==> config.mk <==
export PLATFORM = sky130hd
export DESIGN_NAME = wb_master_bridge
export DESIGN_NICKNAME = d
export VERILOG_FILES = /design/src/rtl/wb_master_bridge_pkg.sv /design/src/rtl/wb_master_bridge_timer.sv /design/src/rtl/wb_master_bridge.sv
export SDC_FILE = /design/constraint.sdc
export NUM_CORES = 1
export LEC_CHECK = 0
export BUFFER_PORTS_ARGS = -buffer_cell sky130_fd_sc_hd__buf_2
export CORE_MARGIN = 1.5
export CORE_UTILIZATION = 30
export DETAILED_ROUTE_END_ITERATION = 6
export GPL_ROUTABILITY_DRIVEN = 0
export GPL_TIMING_DRIVEN = 0
export SLEW_MARGIN = 5
export SYNTH_ARGS = -nofsm -noshare
export SYNTH_HDL_FRONTEND = slang
export SYNTH_SLANG_ARGS = --single-unit
==> constraint.sdc <==
create_clock -name clock_main -period 1.75 [get_ports clock_main]
set_input_delay 0.525 -clock clock_main [delete_from_list [all_inputs] [get_ports clock_main]]
set_output_delay 0.525 -clock clock_main [all_outputs]
set_load 0.05 [all_outputs]
==> src/rtl/wb_master_bridge_pkg.sv <==
// Shared types and constants for the picorv32-to-Wishbone bridge.
package wb_master_bridge_pkg;

    localparam int unsigned ADDR_W = 32;
    localparam int unsigned DATA_W = 32;
    localparam int unsigned SEL_W  = 4;
    localparam int unsigned ERR_W  = 2;

    // Bit positions inside err_status.
    localparam int unsigned ERR_BUS = 0;
    localparam int unsigned ERR_TO  = 1;

    localparam logic [DATA_W-1:0] ERR_DATA_DEFAULT = 32'hDEAD_BEEF;

    typedef enum logic [1:0] {
        IDLE  = 2'b00,
        CYCLE = 2'b01,
        DONE  = 2'b10
    } state_e;

    // Latched Wishbone request, held stable for the whole cycle.
    typedef struct packed {
        logic [ADDR_W-1:0] adr;
        logic [DATA_W-1:0] dat;
        logic              we;
        logic [SEL_W-1:0]  sel;
    } wb_req_t;

endpackage

==> src/rtl/wb_master_bridge_timer.sv <==
// Saturating watchdog counter; expired flags the last permitted CYCLE clock.
module wb_timeout_counter #(
    parameter int unsigned TIMEOUT = 255
) (
    input  logic clock_main,
    input  logic rst_n,
    input  logic clr,
    input  logic en,
    output logic expired
);

    localparam int unsigned CNT_W = (TIMEOUT == 0) ? 1 : $clog2(TIMEOUT + 1);
    localparam logic [CNT_W-1:0] CNT_MAX = CNT_W'(TIMEOUT);

    logic [CNT_W-1:0] cnt_q;
    logic [CNT_W-1:0] cnt_d;

    // Clear wins over count; counting stops at CNT_MAX so it never wraps.
    always_comb begin
        cnt_d = cnt_q;
        if (clr) begin
            cnt_d = '0;
        end else if (en && (cnt_q != CNT_MAX)) begin
            cnt_d = cnt_q + CNT_W'(1);
        end
    end

    // Counter register with synchronous active-low reset.
    always_ff @(posedge clock_main) begin
        if (!rst_n) begin
            cnt_q <= '0;
        end else begin
            cnt_q <= cnt_d;
        end
    end

    generate
        if (TIMEOUT == 0) begin : g_no_timer
            assign expired = 1'b0;
        end else begin : g_timer
            assign expired = (cnt_q == CNT_W'(TIMEOUT - 1));
        end
    endgenerate

endmodule

==> src/rtl/wb_master_bridge.sv <==
// Converts one windowed picorv32 memory request into one Wishbone classic cycle,
// with watchdog, bus-error capture and an error interrupt.
module wb_master_bridge
    import wb_master_bridge_pkg::*;
#(
    parameter logic [ADDR_W-1:0] BASE_ADDR = 32'h0300_0000,
    parameter logic [ADDR_W-1:0] BASE_MASK = 32'hFF00_0000,
    parameter int unsigned       TIMEOUT   = 255,
    parameter logic [DATA_W-1:0] ERR_DATA  = ERR_DATA_DEFAULT
) (
    input  logic              clock_main,
    input  logic              rst_n,
    input  logic              mem_valid,
    input  logic [ADDR_W-1:0] mem_addr,
    input  logic [DATA_W-1:0] mem_wdata,
    input  logic [SEL_W-1:0]  mem_wstrb,
    output logic              mem_ready,
    output logic [DATA_W-1:0] mem_rdata,
    output logic [ADDR_W-1:0] wbm_adr_o,
    output logic [DATA_W-1:0] wbm_dat_o,
    input  logic [DATA_W-1:0] wbm_dat_i,
    output logic              wbm_we_o,
    output logic [SEL_W-1:0]  wbm_sel_o,
    output logic              wbm_stb_o,
    output logic              wbm_cyc_o,
    input  logic              wbm_ack_i,
    input  logic              wbm_err_i,
    input  logic              err_clr,
    output logic [ERR_W-1:0]  err_status,
    output logic [ADDR_W-1:0] err_addr,
    output logic              irq_err
);

    state_e            state_q, state_d;
    wb_req_t           req_q, req_d;
    logic              cyc_q, cyc_d;
    logic [DATA_W-1:0] rdata_q, rdata_d;
    logic              mem_ready_q, mem_ready_d;
    logic [DATA_W-1:0] mem_rdata_q, mem_rdata_d;
    logic [ERR_W-1:0]  err_status_q, err_status_d;
    logic [ADDR_W-1:0] err_addr_q, err_addr_d;
    logic              irq_err_q, irq_err_d;

    logic              hit_c;
    logic              timer_clr_c;
    logic              timer_en_c;
    logic              timer_expired_c;
    logic [ERR_W-1:0]  new_err_c;

    // The request that was just answered is still on the bus while mem_ready
    // is high, so it must not be taken as a fresh hit.
    assign hit_c = mem_valid && ((mem_addr & BASE_MASK) == BASE_ADDR) && !mem_ready_q;

    assign timer_en_c = (state_q == CYCLE);

    wb_timeout_counter #(
        .TIMEOUT (TIMEOUT)
    ) u_timer (
        .clock_main (clock_main),
        .rst_n      (rst_n),
        .clr        (timer_clr_c),
        .en         (timer_en_c),
        .expired    (timer_expired_c)
    );

    // Next-state, request latch, completion and error-status logic.
    always_comb begin
        state_d      = state_q;
        req_d        = req_q;
        cyc_d        = cyc_q;
        rdata_d      = rdata_q;
        mem_ready_d  = 1'b0;
        mem_rdata_d  = '0;
        err_status_d = err_status_q;
        err_addr_d   = err_addr_q;
        timer_clr_c  = 1'b0;
        new_err_c    = '0;

        if (err_clr) begin
            err_status_d = '0;
            err_addr_d   = '0;
        end

        unique case (state_q)
            IDLE: begin
                if (hit_c) begin
                    req_d.adr   = mem_addr;
                    req_d.dat   = mem_wdata;
                    req_d.we    = |mem_wstrb;
                    req_d.sel   = (|mem_wstrb) ? mem_wstrb : SEL_W'(4'hF);
                    cyc_d       = 1'b1;
                    timer_clr_c = 1'b1;
                    state_d     = CYCLE;
                end else begin
                    cyc_d    = 1'b0;
                    req_d.we = 1'b0;
                end
            end
            CYCLE: begin
                // Priority: ack, then err, then watchdog.
                if (wbm_ack_i) begin
                    rdata_d  = req_q.we ? '0 : wbm_dat_i;
                    cyc_d    = 1'b0;
                    req_d.we = 1'b0;
                    state_d  = DONE;
                end else if (wbm_err_i) begin
                    rdata_d            = ERR_DATA;
                    new_err_c[ERR_BUS] = 1'b1;
                    cyc_d              = 1'b0;
                    req_d.we           = 1'b0;
                    state_d            = DONE;
                end else if (timer_expired_c) begin
                    rdata_d           = ERR_DATA;
                    new_err_c[ERR_TO] = 1'b1;
                    cyc_d             = 1'b0;
                    req_d.we          = 1'b0;
                    state_d           = DONE;
                end
            end
            DONE: begin
                mem_ready_d = 1'b1;
                mem_rdata_d = rdata_q;
                state_d     = IDLE;
            end
            default: begin
                cyc_d    = 1'b0;
                req_d.we = 1'b0;
                state_d  = IDLE;
            end
        endcase

        // A new error overrides a same-cycle clear; only the first error
        // since the last clear records its address.
        if (|new_err_c) begin
            err_status_d = err_status_d | new_err_c;
            if (err_clr || (err_status_q == '0)) begin
                err_addr_d = req_q.adr;
            end
        end

        irq_err_d = |err_status_d;
    end

    // State and output registers with synchronous active-low reset.
    always_ff @(posedge clock_main) begin
        if (!rst_n) begin
            state_q      <= IDLE;
            req_q        <= '0;
            cyc_q        <= 1'b0;
            rdata_q      <= '0;
            mem_ready_q  <= 1'b0;
            mem_rdata_q  <= '0;
            err_status_q <= '0;
            err_addr_q   <= '0;
            irq_err_q    <= 1'b0;
        end else begin
            state_q      <= state_d;
            req_q        <= req_d;
            cyc_q        <= cyc_d;
            rdata_q      <= rdata_d;
            mem_ready_q  <= mem_ready_d;
            mem_rdata_q  <= mem_rdata_d;
            err_status_q <= err_status_d;
            err_addr_q   <= err_addr_d;
            irq_err_q    <= irq_err_d;
        end
    end

    assign mem_ready  = mem_ready_q;
    assign mem_rdata  = mem_rdata_q;
    assign wbm_adr_o  = req_q.adr;
    assign wbm_dat_o  = req_q.dat;
    assign wbm_we_o   = req_q.we;
    assign wbm_sel_o  = req_q.sel;
    assign wbm_cyc_o  = cyc_q;
    assign wbm_stb_o  = cyc_q;
    assign err_status = err_status_q;
    assign err_addr   = err_addr_q;
    assign irq_err    = irq_err_q;

endmodule

# Word-level counts from Yosys, hierarchy flattened
# Index checks and enable logic that the tools add are counted.
[classes] mux=29 bitwise=3 addsub=1 n_eq_ne=7 reduce_logical=17
[ops] operator="two-way mux 32 bit" count=7
[ops] operator="two-way mux 2 bit" count=8
[ops] operator="two-way mux 1 bit" count=10
[ops] operator="AND reduction 2 bit" count=5
[ops] operator="adder 8 x 1 -> 8 bit (second input constant)" count=1
[ops] operator="equality test 8 x 2 -> 1 bit (second input constant)" count=1
[ops] operator="equality test 8 bit (second input constant)" count=1
[ops] operator="inequality test 8 bit (second input constant)" count=1
[ops] operator="case mux 1 bit (3 select lines)" count=2
[ops] operator="OR reduction 2 bit" count=3
[ops] operator="zero test 2 bit" count=2
[ops] operator="two-way mux 4 bit" count=1
[ops] operator="inequality test 4 bit (second input constant)" count=1
[ops] operator="case mux 2 bit (2 select lines)" count=1
[ops] operator="OR reduction 4 bit" count=1
[ops] operator="logical AND 1 bit" count=3
[ops] operator="nonzero test 3 bit" count=1
[ops] operator="equality test 2 x 1 -> 1 bit (second input constant)" count=1
[ops] operator="equality test 2 bit (second input constant)" count=1
[ops] operator="inequality test 2 bit (second input constant)" count=1
[ops] operator="NOT 1 bit" count=2
[ops] operator="OR 2 bit" count=1
[ops] operator="zero test 1 bit" count=1
[ops] operator="logical OR 1 bit" count=1
[totals] reg_bits=180 elab_cells=70 output_inout_bits=139 inputBits=106

# Depth between registers and ports, before layout
[logic_depth] depth_word=8 mapped_depth=7 ltp_nobuf=6

# By module
# From an unflattened synthesis, not the netlist that was laid out.
[unflattened] cells_unflattened=663 area_unflattened_um2=6732.7
[by_module_without_submodules] mod="wb_master_bridge" cells_per_inst=610 area_each_um2=6283.5 seq_area_each_um2=3443.3 n_inst=1
[by_module_without_submodules] mod="wb_timeout_counter" cells_per_inst=53 area_each_um2=449.2 seq_area_each_um2=160.2 n_inst=1

# Least setup slack after synthesis
# No wires, ideal clock.
[synth_path] path_type="flip-flop to flip-flop" startpoint="register u_timer.cnt_q[0]" endpoint="register rdata_q[10]" required_time_ps=1631 slack_ps=-5 period_less_slack_ps=1755 arrival_time_ps=1636 n_path_buf=1 path_stages_with_launch=8 setup_time_ps=119 cell_sequence="dfxtp_1 -> inv_1 -> ha_1 -> and3_1 -> a211oi_4 -> nor2_4 -> buf_6 -> o221a_1"
[synth_via] elab_chain_cells=3
[synth_lines] item="start: declaration" line="wb_master_bridge_timer.sv:15" source="logic [CNT_W-1:0] cnt_q;"
[synth_lines] item="start signal: assignment" line="wb_master_bridge_timer.sv:33" source="cnt_q <= cnt_d;"
[synth_lines] item="equality test 8 bit" line="wb_master_bridge_timer.sv:41" source="assign expired = (cnt_q == CNT_W'(TIMEOUT - 1));"
[synth_lines] item="nonzero test 3 bit (no source line)"
[synth_lines] item="AND reduction 2 bit (no source line)"
[synth_lines] item="end signal: assignment" line="wb_master_bridge.sv:160" source="rdata_q <= rdata_d;"
[synth_lines] item="end: declaration" line="wb_master_bridge.sv:37" source="logic [DATA_W-1:0] rdata_q, rdata_d;"
# Every way passes these cells.
# A chain may end at the register's enable or synchronous reset.

# Worst setup path after layout
[layout_path] startpoint="register cyc_q (netlist: wbm_cyc_o)" endpoint="output port wbm_stb_o"
[layout_lines] item="start: declaration" line="wb_master_bridge.sv:36" source="logic cyc_q, cyc_d;"
[layout_lines] item="start signal: assignment" line="wb_master_bridge.sv:159" source="cyc_q <= cyc_d;"
[layout_lines] item="end: declaration" line="wb_master_bridge.sv:24" source="output logic wbm_stb_o,"
# No word-level cell between the ends.

==> flow_summary.toml <==
[yosys]
synth_area_sq_mm = 0.00668
synth_edf_count = 0
yosys.area.top_type = "dfxtp_1"
synth_area_per_cell_sq_um = 9.62
syn_nets = 802
ys.flop_type = "dfxtp_1"
synth_common_cells = "dfxtp_1 (180), nand2_1 (126), clkbuf_1 (43)"
synth_top_area_frac = 0.540
ys_seq_elements = 180
seq_area_frac_synth = 0.540
yosysWarnings = 0
synth_most_common_cell = "dfxtp_1"
netlist_instances = 694
synth_cell_type_count = 46
yosys-top-cells-area = "dfxtp_1 (54%), nand2_1 (7.1%), a21boi_1 (3.9%)"
synth-async-reset-ratio = 0

[grt]
track_usage = 0.172
antenna_found_initial = 1
overflow = 0
grt_pass1_wl_um = 31500
grt_pass1_vias = 5584
grt_max_degree = 20

[critical_path]
r2r_cells = 7
start_kind = "flop"
cp-end-kind = "primary output"
arrival_ns = 1.16
crit_fanout = 3
r2r_start = "u_timer.cnt_q[0]"
cp.required_ns = 1.22
critPathKind = "reg -> out"
cp-startpoint = "wbm_cyc_o"

[routing]
drt-vias-per-instance = 4.76
ant_nets = 0
drt_iter0_drc = 356
wirelength_um = 20100
drt_pass1_iterations = 4
drc = 0
routedWlPerCell_um = 16.0
vias = 5965

[clocking]
htreeDepth = 4
clkLatencyLatePin_ns = 0.43
holdBufCountCts = 0
cts_tree = "yes"
cts_max_path_buffers = 2
clk_pin_slew_ns = 0.07
numCtsBuffers = 17
clock_sinks = 180
cts-root-buf = "clkbuf_16"

[sta]
timing.hold.ws_ns = 0.323
drv_slew = 0
setup_viol = 0
relSlewSlack = 0.622
finalClockSkew_ns = 0.00812
rsz0062_at_grt = "false"
clock.fmax_ghz = 0.594
worst_pin_slew_ns = 0.567
min_period_ns = 1.68
hold_viol = 0
fin_crit_sh = 0.963

[placement]
io_buffers = 243
hpwl_um = 14800

[power_and_ir_drop]
p_int_w = 0.00631
p_comb_frac = 0.041
power.total_w = 0.00836
pwr-share-seq = 0.490
p_switching_w = 0.00205
p_leak_nw = 3.95
p_per_area_mw_per_mm2 = 925
swShare = 0.245
peakVddDrop_mv = 0.512
power_frac_clock = 0.469

[floorplanning]
start_util = 0.306
std_cell_rows = 54
ios = 245
die_area_sq_mm = 0.0232
coreArea_sq_mm = 0.0218
fp.dieW_um = 152
die_h_um = 152

[hold_path]
worst_hold_path_type = "in -> reg"
holdCritStartpoint = "mem_wdata[3]"
hold-path-cell-count = 3

[final_layout]
multiInputGateArea_sq_mm = 0.00289
register_area_sq_mm = 0.00361
nets = 1068
syn_to_final_growth_pct = 35.4
drive_gt1_frac = 0.345
num-fill-cells = 2217

[run_status]
outcome = "finished clean"

[job]
drv_cap = 0
## power by group through the flow
stage	combinational (W)	sequential, W	clock [W]
2_1_floorplan	0.000138	0.00420	0
3_3_place_gp	0.000333	0.00419	0
3_5_place_dp	0.000331	0.00419	0
4_1_cts	0.000345	0.00410	0.00402
5_1_grt	0.000376	0.00409	0.00422
6_report	0.000343	0.00409	0.00392
## logic make-up after synthesis
logic type                 count (synthesis)  synth area share
AOI/OAI and AO/OA                        153             0.175
muxes                                      2           0.00319
xor gates and xnor gates                   3           0.00394
buffers and inverters                     62            0.0409
and+or+nand+nor                          292             0.234
adders and majority gates                  2           0.00375
DFF                                      180             0.540
## flip-flops by register name, summed over array words and instances, names as in the netlist, 2 cells and up
signal         cells
state_q            2
mem_rdata         32
err_addr          32
rdata_q           32
wbm_dat_o         32
wbm_sel_o          4
u_timer.cnt_q      8
wbm_adr_o         32
err_status         2
## layer usage
layer | up-vias | wire length, um | track usage
li1 | 2968 | - | -
met1 | 2819 | 9210 | 0.230
met2 | 164 | 9630 | 0.272
met3 | 14 | 1010 | 0.0387
met4 | 0 | 266 | 0.0620
met5 | - | 0 | 0
## final timing paths
check / slack [ns] / endpoint
max: 0.07 / wbm_stb_o
max reg2reg: 0.07 / rdata_q[5]
min reg2reg: 0.45 / wbm_dat_o[5]
min: 0.32 / wbm_dat_o[3]
## critical path, stage by stage (launching register included)
cell and delay, ns:
dfxtp_1 0.39, buf_4 0.13, clkbuf_4 0.21
## final cells by class
cell class              instances  share of cell area
repair buffers                247               0.139
multi-input cells             452               0.319
inverters                       2            0.000831
flip-flops and latches        180               0.400
clock buffers                  17              0.0471
clock inverters                15              0.0204
plain buffers                  60              0.0349
diodes                          1            0.000277
well taps                     280              0.0388
## per-stage QoR
stage                     setup TNS, ns  std cells   util  setup slack (ns)  area, sq um
final                                 0       1254  0.414            0.0656         9030
after global routing                  0       1254  0.414         0.0000708         9030
after CTS                             0       1252  0.411           0.00170         8970
after detailed placement         -78.87       1217  0.378            -0.613         8240
after global placement           -77.85       1217  0.378            -0.574         8240
after floorplan                       0        694      -            0.0141         6680
## cell usage in the layout (no fill, tap or decap), types with 4 or more instances in the layout
cell	count
buf_2	243
dfxtp_1	176
nand2_1	126
and3_1	39
a21boi_1	35
clkbuf_1	34
nand3b_1	34
a21boi_0	32
nand4_1	31
nor2b_1	28
o21ai_0	25
o221a_1	19
clkbuf_16	17
o21ai_1	14
nor2_1	12
clkbuf_2	11
buf_4	10
o221a_2	9
clkbuf_4	4
buf_6	4
a21oi_1	4
inv_8	4
## repair_timing
item                       in CTS  in global routing
setup endpoints to repair     146                133
pin swaps                       4                  2
buffers inserted                3                  1
gates resized for setup        31                 37
(Power assumes the default switching activity.)
